--- config.mk ---
export PLATFORM = sky130hd
export DESIGN_NAME = tx_bus_framer_flat
export DESIGN_NICKNAME = d
export VERILOG_FILES = /design/src/rtl/tx_bus_framer_if.sv /design/src/rtl/tx_bus_framer.sv /design/src/flat_wrapper.sv
export SDC_FILE = /design/constraint.sdc
export NUM_CORES = 1
export LEC_CHECK = 0
export ABC_AREA = 0
export CAP_MARGIN = 20
export CORE_ASPECT_RATIO = 1.4
export CORE_MARGIN = 2
export CORE_UTILIZATION = 30
export CTS_BUF_LIST = sky130_fd_sc_hd__clkbuf_8
export CTS_CLUSTER_DIAMETER = 60
export CTS_CLUSTER_SIZE = 10
export DETAILED_ROUTE_END_ITERATION = 6
export GPL_TIMING_DRIVEN = 0
export PLACE_DENSITY_LB_ADDON = 0.08
export SLEW_MARGIN = 15
export SYNTH_ARGS = -nofsm -noshare
export SYNTH_HDL_FRONTEND = slang
export SYNTH_SLANG_ARGS = --single-unit
--- constraint.sdc ---
create_clock -name clk -period 9.1 [get_ports clk]
set_input_delay 1.82 -clock clk [delete_from_list [all_inputs] [get_ports clk]]
set_output_delay 1.82 -clock clk [all_outputs]
set_load 0.005 [all_outputs]
--- src/rtl/tx_bus_framer_if.sv ---
// Bus bundle between a frame requester, the local source buffer, the TX frame
// buffer and the TX PHY on one side and the transmit framer on the other.
interface tx_bus_framer_if;
   logic [2:0]  rack_id;
   logic [3:0]  slot_id;
   logic        tx_req;
   logic [7:0]  tx_da;
   logic [7:0]  tx_fc;
   logic [7:0]  tx_mode;
   logic [23:0] tx_addr;
   logic [10:0] tx_plen;
   logic        tx_ack;
   logic        len_err;
   logic        src_rden;
   logic [23:0] src_raddr;
   logic [7:0]  src_rdata;
   logic        tx_buf_wren;
   logic [10:0] tx_buf_waddr;
   logic [7:0]  tx_buf_wdata;
   logic        tx_start;
   logic [10:0] tx_len;
   logic        tx_done;
   logic        tx_busy;

   // Framer view: takes requests and source data, drives buffer writes and PHY handoff
   modport slave (
      input  rack_id, slot_id, tx_req, tx_da, tx_fc, tx_mode, tx_addr, tx_plen,
             src_rdata, tx_done,
      output tx_ack, len_err, src_rden, src_raddr, tx_buf_wren, tx_buf_waddr,
             tx_buf_wdata, tx_start, tx_len, tx_busy
   );

   // Environment view: requester, source buffer, frame buffer and PHY
   modport master (
      output rack_id, slot_id, tx_req, tx_da, tx_fc, tx_mode, tx_addr, tx_plen,
             src_rdata, tx_done,
      input  tx_ack, len_err, src_rden, src_raddr, tx_buf_wren, tx_buf_waddr,
             tx_buf_wdata, tx_start, tx_len, tx_busy
   );
endinterface

--- src/rtl/tx_bus_framer.sv ---
// Transmit framer: captures a request, writes the 7-byte header and the payload
// fetched from the source buffer into the TX frame buffer, then hands the frame
// to the TX PHY (which appends the CRC) and waits for it to finish.
module tx_bus_framer #(
   parameter int MAX_PAYLOAD = 1024
) (
   input logic           clk,
   input logic           reset,
   tx_bus_framer_if.slave bus
);

   localparam int HDR_LEN = 7;

   typedef enum logic [2:0] {
      IDLE,
      HDR,
      PAY,
      START,
      WAIT_DONE
   } state_t;

   state_t      r_state;
   state_t      w_nextState;

   logic [2:0]  r_hdrIdx;
   logic [10:0] r_payCnt;
   logic [7:0]  r_da;
   logic [7:0]  r_sa;
   logic [7:0]  r_fc;
   logic [7:0]  r_mode;
   logic [23:0] r_addr;
   logic [10:0] r_plen;
   logic [10:0] r_txLen;
   logic        r_lenErr;
   logic [10:0] r_lastWaddr;
   logic [7:0]  r_lastWdata;
   logic [23:0] r_lastRaddr;

   logic        w_tooLong;
   logic        w_accept;
   logic        w_reject;
   logic        w_lastPay;
   logic [11:0] w_nextRead;
   logic        w_wren;
   logic [10:0] w_waddr;
   logic [7:0]  w_wdata;
   logic        w_rden;
   logic [23:0] w_raddr;

   assign w_tooLong  = {1'b0, bus.tx_plen} > 12'(MAX_PAYLOAD);
   assign w_accept   = (r_state == IDLE) && bus.tx_req && !w_tooLong;
   assign w_reject   = (r_state == IDLE) && bus.tx_req && w_tooLong;
   assign w_lastPay  = (r_payCnt == (r_plen - 11'd1));
   assign w_nextRead = {1'b0, r_payCnt} + 12'd1;

   // State register: reset aborts any frame in flight and returns to IDLE
   always_ff @(posedge clk) begin
      if (reset) begin
         r_state <= IDLE;
      end else begin
         r_state <= w_nextState;
      end
   end

   // Next-state logic: header, optional payload, PHY kick, then wait for completion
   always_comb begin
      w_nextState = r_state;
      case (r_state)
         IDLE:      if (w_accept) w_nextState = HDR;
         HDR:       if (r_hdrIdx == 3'd6) w_nextState = (r_plen == 11'd0) ? START : PAY;
         PAY:       if (w_lastPay) w_nextState = START;
         START:     w_nextState = WAIT_DONE;
         WAIT_DONE: if (bus.tx_done) w_nextState = IDLE;
         default:   w_nextState = IDLE;
      endcase
   end

   // Output logic: buffer writes and source reads; addresses and data hold when idle
   always_comb begin
      w_wren  = 1'b0;
      w_waddr = r_lastWaddr;
      w_wdata = r_lastWdata;
      w_rden  = 1'b0;
      w_raddr = r_lastRaddr;
      case (r_state)
         HDR: begin
            w_wren  = 1'b1;
            w_waddr = {8'd0, r_hdrIdx};
            case (r_hdrIdx)
               3'd0:    w_wdata = r_da;
               3'd1:    w_wdata = r_sa;
               3'd2:    w_wdata = r_fc;
               3'd3:    w_wdata = r_mode;
               3'd4:    w_wdata = r_addr[23:16];
               3'd5:    w_wdata = r_addr[15:8];
               default: w_wdata = r_addr[7:0];
            endcase
            if ((r_hdrIdx == 3'd6) && (r_plen != 11'd0)) begin
               w_rden  = 1'b1;
               w_raddr = r_addr;
            end
         end
         PAY: begin
            w_wren  = 1'b1;
            w_waddr = 11'(HDR_LEN) + r_payCnt;
            w_wdata = bus.src_rdata;
            if (w_nextRead < {1'b0, r_plen}) begin
               w_rden  = 1'b1;
               w_raddr = r_addr + {12'd0, w_nextRead};
            end
         end
         default: begin
         end
      endcase
   end

   // Datapath registers: request capture, byte counters, error pulse and held bus values
   always_ff @(posedge clk) begin
      if (reset) begin
         r_hdrIdx    <= '0;
         r_payCnt    <= '0;
         r_da        <= '0;
         r_sa        <= '0;
         r_fc        <= '0;
         r_mode      <= '0;
         r_addr      <= '0;
         r_plen      <= '0;
         r_txLen     <= '0;
         r_lenErr    <= 1'b0;
         r_lastWaddr <= '0;
         r_lastWdata <= '0;
         r_lastRaddr <= '0;
      end else begin
         r_lenErr <= w_reject;
         if (w_accept) begin
            r_da     <= bus.tx_da;
            r_sa     <= {1'b0, bus.rack_id, bus.slot_id};
            r_fc     <= bus.tx_fc;
            r_mode   <= bus.tx_mode;
            r_addr   <= bus.tx_addr;
            r_plen   <= bus.tx_plen;
            r_txLen  <= 11'(HDR_LEN) + bus.tx_plen;
            r_hdrIdx <= '0;
            r_payCnt <= '0;
         end
         if (r_state == HDR) r_hdrIdx <= r_hdrIdx + 3'd1;
         if (r_state == PAY) r_payCnt <= r_payCnt + 11'd1;
         if (w_wren) begin
            r_lastWaddr <= w_waddr;
            r_lastWdata <= w_wdata;
         end
         if (w_rden) r_lastRaddr <= w_raddr;
      end
   end

   assign bus.tx_buf_wren  = w_wren;
   assign bus.tx_buf_waddr = w_waddr;
   assign bus.tx_buf_wdata = w_wdata;
   assign bus.src_rden     = w_rden;
   assign bus.src_raddr    = w_raddr;
   assign bus.tx_ack       = (r_state == HDR) && (r_hdrIdx == 3'd0);
   assign bus.len_err      = r_lenErr;
   assign bus.tx_start     = (r_state == START);
   assign bus.tx_len       = r_txLen;
   assign bus.tx_busy      = (r_state != IDLE);

endmodule
--- src/flat_wrapper.sv ---
// flat-port wrapper written by rule: the top's interface ports become plain ports
module tx_bus_framer_flat 
#(
   parameter int MAX_PAYLOAD = 1024
)
  (clk, reset, bus_rack_id, bus_slot_id, bus_tx_req, bus_tx_da, bus_tx_fc, bus_tx_mode, bus_tx_addr, bus_tx_plen, bus_src_rdata, bus_tx_done, bus_tx_ack, bus_len_err, bus_src_rden, bus_src_raddr, bus_tx_buf_wren, bus_tx_buf_waddr, bus_tx_buf_wdata, bus_tx_start, bus_tx_len, bus_tx_busy);
  tx_bus_framer_if bus_i ();
  input logic clk;
  input logic reset;
  input wire logic [$bits(bus_i.rack_id)-1:0] bus_rack_id;
  input wire logic [$bits(bus_i.slot_id)-1:0] bus_slot_id;
  input wire logic [$bits(bus_i.tx_req)-1:0] bus_tx_req;
  input wire logic [$bits(bus_i.tx_da)-1:0] bus_tx_da;
  input wire logic [$bits(bus_i.tx_fc)-1:0] bus_tx_fc;
  input wire logic [$bits(bus_i.tx_mode)-1:0] bus_tx_mode;
  input wire logic [$bits(bus_i.tx_addr)-1:0] bus_tx_addr;
  input wire logic [$bits(bus_i.tx_plen)-1:0] bus_tx_plen;
  input wire logic [$bits(bus_i.src_rdata)-1:0] bus_src_rdata;
  input wire logic [$bits(bus_i.tx_done)-1:0] bus_tx_done;
  output wire logic [$bits(bus_i.tx_ack)-1:0] bus_tx_ack;
  output wire logic [$bits(bus_i.len_err)-1:0] bus_len_err;
  output wire logic [$bits(bus_i.src_rden)-1:0] bus_src_rden;
  output wire logic [$bits(bus_i.src_raddr)-1:0] bus_src_raddr;
  output wire logic [$bits(bus_i.tx_buf_wren)-1:0] bus_tx_buf_wren;
  output wire logic [$bits(bus_i.tx_buf_waddr)-1:0] bus_tx_buf_waddr;
  output wire logic [$bits(bus_i.tx_buf_wdata)-1:0] bus_tx_buf_wdata;
  output wire logic [$bits(bus_i.tx_start)-1:0] bus_tx_start;
  output wire logic [$bits(bus_i.tx_len)-1:0] bus_tx_len;
  output wire logic [$bits(bus_i.tx_busy)-1:0] bus_tx_busy;
  assign bus_i.rack_id = bus_rack_id;
  assign bus_i.slot_id = bus_slot_id;
  assign bus_i.tx_req = bus_tx_req;
  assign bus_i.tx_da = bus_tx_da;
  assign bus_i.tx_fc = bus_tx_fc;
  assign bus_i.tx_mode = bus_tx_mode;
  assign bus_i.tx_addr = bus_tx_addr;
  assign bus_i.tx_plen = bus_tx_plen;
  assign bus_i.src_rdata = bus_src_rdata;
  assign bus_i.tx_done = bus_tx_done;
  assign bus_tx_ack = bus_i.tx_ack;
  assign bus_len_err = bus_i.len_err;
  assign bus_src_rden = bus_i.src_rden;
  assign bus_src_raddr = bus_i.src_raddr;
  assign bus_tx_buf_wren = bus_i.tx_buf_wren;
  assign bus_tx_buf_waddr = bus_i.tx_buf_waddr;
  assign bus_tx_buf_wdata = bus_i.tx_buf_wdata;
  assign bus_tx_start = bus_i.tx_start;
  assign bus_tx_len = bus_i.tx_len;
  assign bus_tx_busy = bus_i.tx_busy;
  tx_bus_framer #(.MAX_PAYLOAD(MAX_PAYLOAD)) u_core (.clk(clk), .reset(reset), .bus(bus_i));
endmodule
## Word level (Yosys, flattened, before mapping)

Index checks and enable logic that the tools add are counted.
W data, S select, Z words.

| word-level totals | value |
|---|---|
| RAM bits | 0 |
| output and inout port bits | 60 |
| register bits | 138 |
| word-level logic and storage cells | 73 |
| input bits | 78 |
| memories kept | 0 |
| latch bits | 0 |
| bits in read-only memories | 0 |

| operators by class | value |
|---|---|
| bitwise operators | 0 |
| multiply operators | 0 |
| order comparisons | 2 |
| add/sub/neg operators | 7 |
| shift-type cells | 0 |
| divide/modulo/power cells | 0 |
| equal/unequal tests | 15 |
| multiplexer cells | 20 |
| reductions and logical operators | 15 |

Operator list:

| cell | number |
|---|---|
| $mux W24 | 2 |
| $pmux W24 S2 | 1 |
| $pmux W8 S6 | 1 |
| $add A24 B12 Y24 | 1 |
| $add A3 B11 Y11 const A | 2 |
| $mux W11 | 2 |
| $pmux W11 S2 | 1 |
| $mux W3 | 6 |
| $pmux W8 S2 | 1 |
| $pmux W3 S5 | 1 |
| $add A11 B1 Y12 const B | 1 |
| $eq A3 B2 Y1 const B | 4 |
| $eq A3 B3 Y1 const B | 4 |
| $lt A12 B11 Y1 | 1 |
| $add A11 B1 Y11 const B | 1 |
| $eq A11 B11 Y1 | 1 |
| $gt A11 B11 Y1 const B | 1 |
| $logic_not A11 Y1 | 1 |
| $reduce_bool A11 Y1 | 1 |
| $sub A11 B1 Y11 const B | 1 |
| $eq A3 B1 Y1 const B | 2 |
| $logic_not A3 Y1 | 2 |
| $ne A2 B1 Y1 const B | 3 |
| $logic_and A1 B1 Y1 | 5 |
| other kinds (9) | 13 |

## Logic depth before layout (Yosys ltp)

Gate-level depths: netlist of run 1.

| depth | value |
|---|---|
| depth after elaboration | 5 |
| mapped depth | 14 |
| mapped depth without buffers | 12 |

## Worst setup path after synthesis of run 1

No wires, ideal clock.

| path | value |
|---|---|
| path kind | register to output |
| start | reg u_core.r_payCnt[1] |
| end | out bus_src_raddr[12] |
| buffers on the path | 2 |
| slack | 4.191 ns |
| arrival | 3.089 ns |
| data required time | 7.280 ns |
| cell stages (with the launch flop) | 13 |
| path through | dfxtp_1 -> buf_2 -> nand2_1 -> or3_1 -> nor2_1 -> xor2_1 -> ha_1 -> nand3_1 -> a211oi_1 -> nor2_2 -> buf_4 -> a21o_1 -> a221o_1 |

| between the ends | value |
|---|---|
| longest elaborated chain between the ends | 4 |
| elaborated cells between the ends (all ways) | 5 |
| classes of those cells | add/sub: 2; order compare: 1; mux: 2 |

RTL lines:

| item | RTL line | text |
|---|---|---|
| start, declared | tx_bus_framer.sv:26 | `logic [10:0] r_payCnt;` |
| start signal, assigned | tx_bus_framer.sv:147 | `if (r_state == PAY) r_payCnt <= r_payCnt + 11'd1;` |
| $add A11 B1 Y12 (*) | tx_bus_framer.sv:54 | `assign w_nextRead = {1'b0, r_payCnt} + 12'd1;` |
| $add A24 B12 Y24 or $lt A12 B11 Y1 (tied branches) | tx_bus_framer.sv:109, tx_bus_framer.sv:107 |  |
| $mux W24 (*) | tx_bus_framer.sv:107 | `if (w_nextRead < {1'b0, r_plen}) begin` |
| $pmux W24 S2 (*) | tx_bus_framer.sv:85 | `case (r_state)` |
| end, declared | flat_wrapper.sv:23 | `output wire logic [$bits(bus_i.src_raddr)-1:0] bus_src_raddr;` |

Every way passes the cells marked *; elsewhere a longest branch is shown, timed or not.

## Final worst setup path of run 1

| path | value |
|---|---|
| start | reg u_core.r_payCnt[2] |
| end | out bus_src_raddr[9] |

Same word-level chain as after synthesis.

==> flow_summary.ini, run 1 <==
[outcome]
status = complete, no violations

[worst_setup_path]
worstPathRequired_ns = 7.28
reg2reg_slack_ns = 5.08
cp_max_fo = 10
crit_path_end_kind = primary output
worstPathArrival_ns = 4.83
crit_type = reg -> out
crit_path_start_kind = flip-flop

[yosys]
synth_top_cell_by_area = dfxtp_1
synth_edf_count = 0
synth_area_leaders = dfxtp_1 35%, nand2_1 9.9%, a21oi_1 7.2%
synth.avg_cell_area_sq_um = 7.84
yosysUniqueCellTypes = 75
synth_cells = 1005
async_flop_share = 0
ys_ff_latch = 138
synth_area_sq_um = 7880
ys_seq_area_frac = 0.351
synthFlopType = dfxtp_1
synth.top_cell.area_share = 0.351
yosysWarnings = 0
syn-num-nets = 1120

[sta]
worst_clock_skew_ns = 0.0127
rsz0062_at_grt = no
fin_crit_sh = 0.731
fin_setup_tns_ns = 0
maxSlewHeadroom = 0.393
whs_ns = 0.461
hold_viol_final = 0
setup_viol = 0
maxSlewViolCount = 0
period_needed_ns = 6.65
fin_ws_ns = 2.45
max_freq_mhz = 150
tightest_slew_ns = 0.911

[floorplan]
num_rows = 70
die_width_microns = 141
fp.dieH_microns = 196
ios = 138
fp.coreArea_sq_um = 26000
start_util = 0.303
die_area_sq_um = 27600

[finish]
area_delta_synth_final_pct = 27.8
drive_gt1_frac = 0.0621
nets = 1277
diodes = 0

[cts]
cts_setup_buffers = 0
clk_path_buf_depth = 2
clk_pin_slew_ns = 0.09
holdBufCountCts = 0
clkLatencyLatePin_ns = 0.48
cts.htree.levels = 4
cts_made_buffers = 17
cts_tree = done
cts_root_buffer = clkbuf_8
clkSinkCount = 138
cts_resized = 0

[detailed_routing]
drt_first_pass_iters = 7
post_drt_wl_per_cell_microns = 20.4
drtIter0Drc = 579
drc = 0
vias_per_cell = 5.37
num_vias = 8049
ant_nets = 0
drt_wl_total_microns = 30600

[global_route]
overflow = 0
antenna_found_initial = 1
grt_max_degree = 17
grt_first_pass_wirelength_microns = 45900
grt_pass1_vias = 7783
grt_use_total = 0.221

[placement]
place_ws_ns = 3.00
gp_congestion = 0.857
hpwl_microns = 23700
portBuffers = 137

[power_and_ir_drop]
netSwitchingFraction = 0.305
p_int_uw = 946
power_density_nw_per_um2 = 135
peakVddDrop_uv = 90.9
power.share.sequential = 0.475
clkPwrFrac = 0.379
power.switching_uw = 415
p_leak_nw = 3.82
comb_power_share = 0.146

[hold_path]
hold_class = reg -> reg

[job]
maxCapViolCount = 0
critical path, cell delays in order, from the launching register on:
cell and delay [ns]:
dfxtp_1 0.34, clkbuf_1 0.41, nand3_1 0.23, nor3_1 0.23
xor2_1 0.60, ha_1 0.22, nand3_1 0.18, a211oi_2 0.51
buf_4 0.26, nor2_2 0.07, buf_4 0.22, a222oi_1 0.52
inv_1 0.09, clkdlybuf4s50_1 0.46
cell usage after synthesis, drive strengths merged, types with 19 or more instances:
cell and instances:
o21ai 33, xor2 19, buf 26, ha 36
clkbuf 50, a21oi 115, and2 19, nand3 38
inv 28, nand2 210, nand4 20, nor2 40
xnor2 24, dfxtp 138, nor3 22
final timing paths:
kind / startpoint / to / depth (start not counted)
worst max-delay path: u_core.r_payCnt[2] / bus_src_raddr[9] / 13
worst min-delay path: u_core.r_fc[7] / u_core.r_fc[7] / 2
worst max register to register: u_core.r_payCnt[2] / u_core.r_lastRaddr[9] / 12
worst min register to register: u_core.r_fc[7] / u_core.r_fc[7] / 2
placed cells by master (no fill, tap or decap), types with 5 or more instances in the layout:
cell type,synthesis,routed
a211oi_1,14,13
a21o_1,7,7
a21oi_1,114,114
a221o_1,9,9
a222oi_1,16,16
a22oi_1,11,11
a31oi_1,11,11
a41oi_1,5,5
and2_1,18,18
and3_1,7,7
buf_2,14,14
buf_4,5,6
clkbuf_1,50,50
clkbuf_8,0,19
clkdlybuf4s50_1,0,137
dfxtp_1,138,138
ha_1,36,36
inv_1,28,28
inv_6,0,6
nand2_1,208,208
nand2b_1,5,5
nand3_1,38,38
nand3b_1,6,6
nand4_1,20,20
nor2_1,39,39
nor3_1,22,22
o211a_1,13,13
o211ai_1,6,6
o21ai_0,33,33
o31ai_1,5,5
or3_1,8,8
xnor2_1,24,24
xor2_1,19,19
power by group through the flow:
| stage | clock (mW) | sequential [mW] | combinational, mW |
|---|---|---|---|
| 2_1_floorplan | 0 | 0.650 | 0.104 |
| 3_3_place_gp | 0 | 0.660 | 0.196 |
| 3_5_place_dp | 0 | 0.661 | 0.199 |
| 4_1_cts | 0.531 | 0.647 | 0.200 |
| 5_1_grt | 0.555 | 0.649 | 0.217 |
| 6_report | 0.516 | 0.647 | 0.198 |
flip-flops by register name, summed over array words and instances, names as in the netlist, 8 cells and up:
signal and flops:
u_core.bus.tx_len 11, u_core.r_addr 24, u_core.r_da 8, u_core.r_fc 8, u_core.r_lastRaddr 24, u_core.r_lastWaddr 11
u_core.r_lastWdata 8, u_core.r_mode 8, u_core.r_payCnt 11, u_core.r_plen 11
logic make-up (layout without fill, tap and decap cells):
group / Yosys count / count (layout) / share of synthesized area
muxes: 3 / 3 / 0.00397
DFF: 138 / 138 / 0.351
AOI/OAI and AO/OA: 280 / 280 / 0.242
and+or+nand+nor: 400 / 400 / 0.239
xor gates and xnor gates: 43 / 43 / 0.0478
buffers and inverters: 104 / 274 / 0.0570
adders and majority gates: 37 / 37 / 0.0597
metrics by stage:
| step | utilization | cells | power (mW) | instance area, sq um |
|---|---|---|---|---|
| final | 0.387 | 1499 | 1.36 | 10100 |
| after CTS | 0.387 | 1499 | 1.38 | 10100 |
| after floorplan | - | 1005 | 0.754 | 7880 |
| after detailed placement | 0.372 | 1467 | 0.860 | 9670 |
| after global placement | 0.371 | 1466 | 0.857 | 9650 |
| after global routing | 0.387 | 1499 | 1.42 | 10100 |
per-layer routing:
metal  up-vias  global-route usage  share of wire
met4         2               0.103          0.040
li1       3921                   -              -
met5         -                   0        0.00039
met2       249               0.377           0.49
met1      3815               0.266           0.42
met3        62              0.0461          0.052
cell type report:
type                    count  area, sq um
flip-flops and latches    138         2760
inverters                  28          105
multi-input cells         763         4670
clock inverters            13          130
fillers                  2758        16000
repair buffers            138         1380
plain buffers              76          344
well taps                 324          405
clock buffers              19          262
(Power assumes the default switching activity.)
==> inputs of run 2 (changes only) <==
Clock period 9.1 ns to 6.7 ns, I/O delays scaled along.
==> results of run 2 <==
Same layout as run 1 (identical final DEF). Status: complete, no violations.
Among the figures that moved: setup slack after placement 3.00 ns -> 1.08 ns; setup slack after layout 2.45 ns -> 0.528 ns; register-to-register setup slack 5.08 ns -> 2.68 ns; total power 1.36 mW -> 1.85 mW; worst IR drop on VDD 90.9 uV -> 123 uV
==> patch 1, RTL diff (config.mk and constraints of run 1) <==
Re-encode `state_t` (5 states) as Gray code, 3 bits wide.
--- a/src/rtl/tx_bus_framer.sv
+++ b/src/rtl/tx_bus_framer.sv
@@ -13,9 +13,9 @@
 
    typedef enum logic [2:0] {
-      IDLE,
-      HDR,
-      PAY,
-      START,
-      WAIT_DONE
+      IDLE      = 3'b000,
+      HDR       = 3'b001,
+      PAY       = 3'b011,
+      START     = 3'b010,
+      WAIT_DONE = 3'b110
    } state_t;
 
Check against the original RTL: no difference found for any inputs over 10 cycles, from zero or initial values and one cycle with reset high; not proved beyond that.
==> patch 1 against run 1 <==
Cell count down 1.5%; setup slack got worse by 400 ps; routed wire length is 8.7% lower; clock skew up 1.3 ps; die area down 2.7%; largest power group unchanged; first-iteration DRC count decreased by 14%; power is 1.3% higher; highest routed layer is now met4; worst hold slack worse by 6.0 ps; critical path type unchanged; global-route usage fell by 1.3 points; synthesized area shrank 2.7%; sequential cell count unchanged; design area is 2.3% lower.
==> patch 1: results (changes against run 1) <==
- Skew final: 14.0 ps (was 12.7 ps)
- Crit path max-delay family: compound AO/OA/AOI/OAI gates (was buffers and inverters)
- Routed wl met2: 13000 µm (was 14900 µm)
- First-pass GRT wire length: 42900 µm (was 45900 µm)
- Peak VDD IR: 95.4 µV (was 90.9 µV)
- Layout Utilization: 0.390 (was 0.387)
- Vias in the first global route: 7386 (was 7783)
- GR Util met2: 0.344 (was 0.377)
- Layout cells sized above 1: 0.0666 (was 0.0621)
- Critical path's slowest cell: a2111oi_0 (was xor2_1)
- Routed length on met3: 1140 µm (was 1610 µm)
- Tot GR Track Use: 0.208 (was 0.221)
- Post-placement cell area: 9420 µm² (was 9670 µm²)
- Chip width: 139 µm (was 141 µm)
- Seq cells: 138 (unchanged)
- Synth top cells by count: 205 x nand2_1, 138 x dfxtp_1, 106 x a21oi_1 (was 208 x nand2_1, 138 x dfxtp_1, 114 x a21oi_1)
- Slew headroom: 0.446 (was 0.393)
- Inverters: 33 (was 28)
- Routed met1 length: 12600 µm (was 12900 µm)
- # clk buffers: 18 (was 19)
- Register area share after synthesis: 0.361 (was 0.351)
- Placer Congestion: 0.871 (was 0.857)
- Flop pwr share: 0.468 (was 0.475)
- Largest cells by area after synthesis: dfxtp_1 36%, nand2_1 10%, a21oi_1 6.9%, ha_1 5.7%, xnor2_1 3.1% (was dfxtp_1 35%, nand2_1 9.9%, a21oi_1 7.2%, ha_1 5.7%, xnor2_1 2.7%)
- Top sig layer: met4 (was met5)
- Drt first-iter violations: 499 (was 579)
- Initial antenna violation count: 0 (was 1)
- FF-to-FF path depth: 13 (was 12)
- Mapped Avg Cell Area: 7.75 µm² (was 7.84 µm²)
- Drt first pass iters: 5 (was 7)
- NonClk Buf Share: 0.166 (was 0.171)
- DP Worst Slack: 2620 ps (was 3000 ps)
- Peak per-stage delay on the critical path: 740 ps (was 600 ps)
- Internal cell power: 969 µW (was 946 µW)
- Status: finished clean (unchanged)
- Critical path arrival: 5230 ps (was 4830 ps)
- Share of cell area taken by multi-input logic gates: 0.458 (was 0.464)
## patch 1: cell families after synthesis
group,Yosys count,synth area share
AO/OA/AOI/OAI,260,0.215
XOR/XNOR,46,0.0526
adder cells (fa/ha/maj),36,0.0598
buffers and inverters,98,0.0518
flip-flops,138,0.361
multiplexers,17,0.0247
AND/OR/NAND/NOR,394,0.236
## patch 1: path summary, 6_finish.rpt
| check | slack [ps] | to | startpoint |
|---|---|---|---|
| max | 2050 | bus_src_raddr[17] | u_core.r_payCnt[2]$_SDFFE_PP0P_ |
| min | 450 | u_core.r_sa[4]$_SDFFE_PP0P_ | u_core.r_sa[4]$_SDFFE_PP0P_ |
| max reg2reg | 4710 | u_core.r_lastRaddr[17]$_SDFFE_PP0P_ | u_core.r_payCnt[2]$_SDFFE_PP0P_ |
| min reg2reg | 450 | u_core.r_sa[4]$_SDFFE_PP0P_ | u_core.r_sa[4]$_SDFFE_PP0P_ |
==> patch 2, RTL diff (config.mk and constraints of run 1) <==
Made on the original files. `MAX_PAYLOAD` is set to 1024 in 2 places; all go to 512.
--- a/src/rtl/tx_bus_framer.sv
+++ b/src/rtl/tx_bus_framer.sv
@@ -3,5 +3,5 @@
 // to the TX PHY (which appends the CRC) and waits for it to finish.
 module tx_bus_framer #(
-   parameter int MAX_PAYLOAD = 1024
+   parameter int MAX_PAYLOAD = 512
 ) (
    input logic           clk,
--- a/src/flat_wrapper.sv
+++ b/src/flat_wrapper.sv
@@ -2,5 +2,5 @@
 module tx_bus_framer_flat 
 #(
-   parameter int MAX_PAYLOAD = 1024
+   parameter int MAX_PAYLOAD = 512
 )
   (clk, reset, bus_rack_id, bus_slot_id, bus_tx_req, bus_tx_da, bus_tx_fc, bus_tx_mode, bus_tx_addr, bus_tx_plen, bus_src_rdata, bus_tx_done, bus_tx_ack, bus_len_err, bus_src_rden, bus_src_raddr, bus_tx_buf_wren, bus_tx_buf_waddr, bus_tx_buf_wdata, bus_tx_start, bus_tx_len, bus_tx_busy);
Function: changed (Yosys sat finds a counterexample within 4 cycles, from zero or initial values and one cycle with reset high).
==> patch 2 against run 1 <==
The flow now finishes with violations (DRC); count of clock-buffer cells in the layout fell by 2; setup slack got worse by 130 ps; clock power rose by 6.8%; non-clock buffer count fell by 5; register-to-register slack got worse by 100 ps; sequential share of layout area rose by 0.49 points; synthesized area fell by 2.2%; die area fell by 2.2%; sequential cell count did not move; design area fell by 1.8%; power fell by 2.6%; routed wire length fell by 6.0%; critical endpoint is now bus_src_raddr[22].
==> patch 2: results (changes against run 1) <==
- Post-placement cell area: 9460 µm² (was 9670 µm²)
- Post-synthesis compound-gate area fraction: 0.231 (was 0.241)
- GR Layer Usage met1: 0.241 (was 0.266)
- Initial antenna violation count: 0 (was 1)
- Crit path max-delay family: compound AO/OA/AOI/OAI gates (was buffers and inverters)
- Status: finished with violations (was finished clean)
- GR Util met2: 0.393 (was 0.377)
- Wirelength per Cell: 19.6 µm (was 20.4 µm)
- IO Port Bufs: 136 (was 137)
- Met3 Usage GRT: 0.0344 (was 0.0461)
- Post-Synth Adder-Cell Area: 0.0611 (was 0.0597)
- Vias per Instance: 5.24 (was 5.37)
- FF-to-FF path depth: 13 (was 12)
- Syn nets: 1100 (was 1120)
- Largest cells by area after synthesis: dfxtp_1 36%, nand2_1 9.7%, a21oi_1 7.2%, ha_1 5.8%, nand3_1 2.9% (was dfxtp_1 35%, nand2_1 9.9%, a21oi_1 7.2%, ha_1 5.7%, xnor2_1 2.7%)
- Top sig layer: met4 (was met5)
- Failing checks: DRC
- DP HPWL: 22500 µm (was 23700 µm)
- Synth top cells by count: 198 x nand2_1, 138 x dfxtp_1, 111 x a21oi_1 (was 208 x nand2_1, 138 x dfxtp_1, 114 x a21oi_1)
- Remaining DRCs: 6 (was 0)
- Netlist cell types: 69 (was 75)
- Drt first-iter violations: 599 (was 579)
- Routed met1 length: 11800 µm (was 12900 µm)
- Peak VDD IR: 88.8 µV (was 90.9 µV)
- Skew final: 17.4 ps (was 12.7 ps)
- Endpoint, Worst Hold: u_core.r_da[2]$_SDFFE_PP0P_ (was u_core.r_fc[7]$_SDFFE_PP0P_)
- Filler cell count: 2733 (was 2758)
patch 2: cell types whose count changed in the layout (fill, tap and decap cells not counted), moves of 6 or more:
| cell | before | now |
|---|---|---|
| buf_4 | 6 | 12 |
| clkbuf_1 | 50 | 41 |
| nand2_1 | 208 | 198 |
| nand3_1 | 38 | 44 |
| nand4_1 | 20 | 8 |
| nor2_1 | 39 | 45 |
| o21ai_0 | 33 | 44 |
patch 2: where the power goes:
group / switching (mW) / internal (mW)
Clock: 0.275 / 0.276
Combinational: 0.0779 / 0.0666
Sequential: 0.0129 / 0.616
patch 2: per-stage QoR:
stage               worst slack, ps  instances
global route                   2110       1472
detailed placement             2890       1440
floorplan                      4220        985
finish                         2310       1472
CTS                            2320       1472
global placement               2860       1440
patch 2: area by class of cell:
type	instances	share of cell area
clock inverter	15	0.0191
sequential	138	0.280
clock buffer	17	0.0237
timing repair buffer	136	0.138
multi-input combinational	744	0.452
buffer	73	0.0360
tap	319	0.0404
inverter	30	0.0114
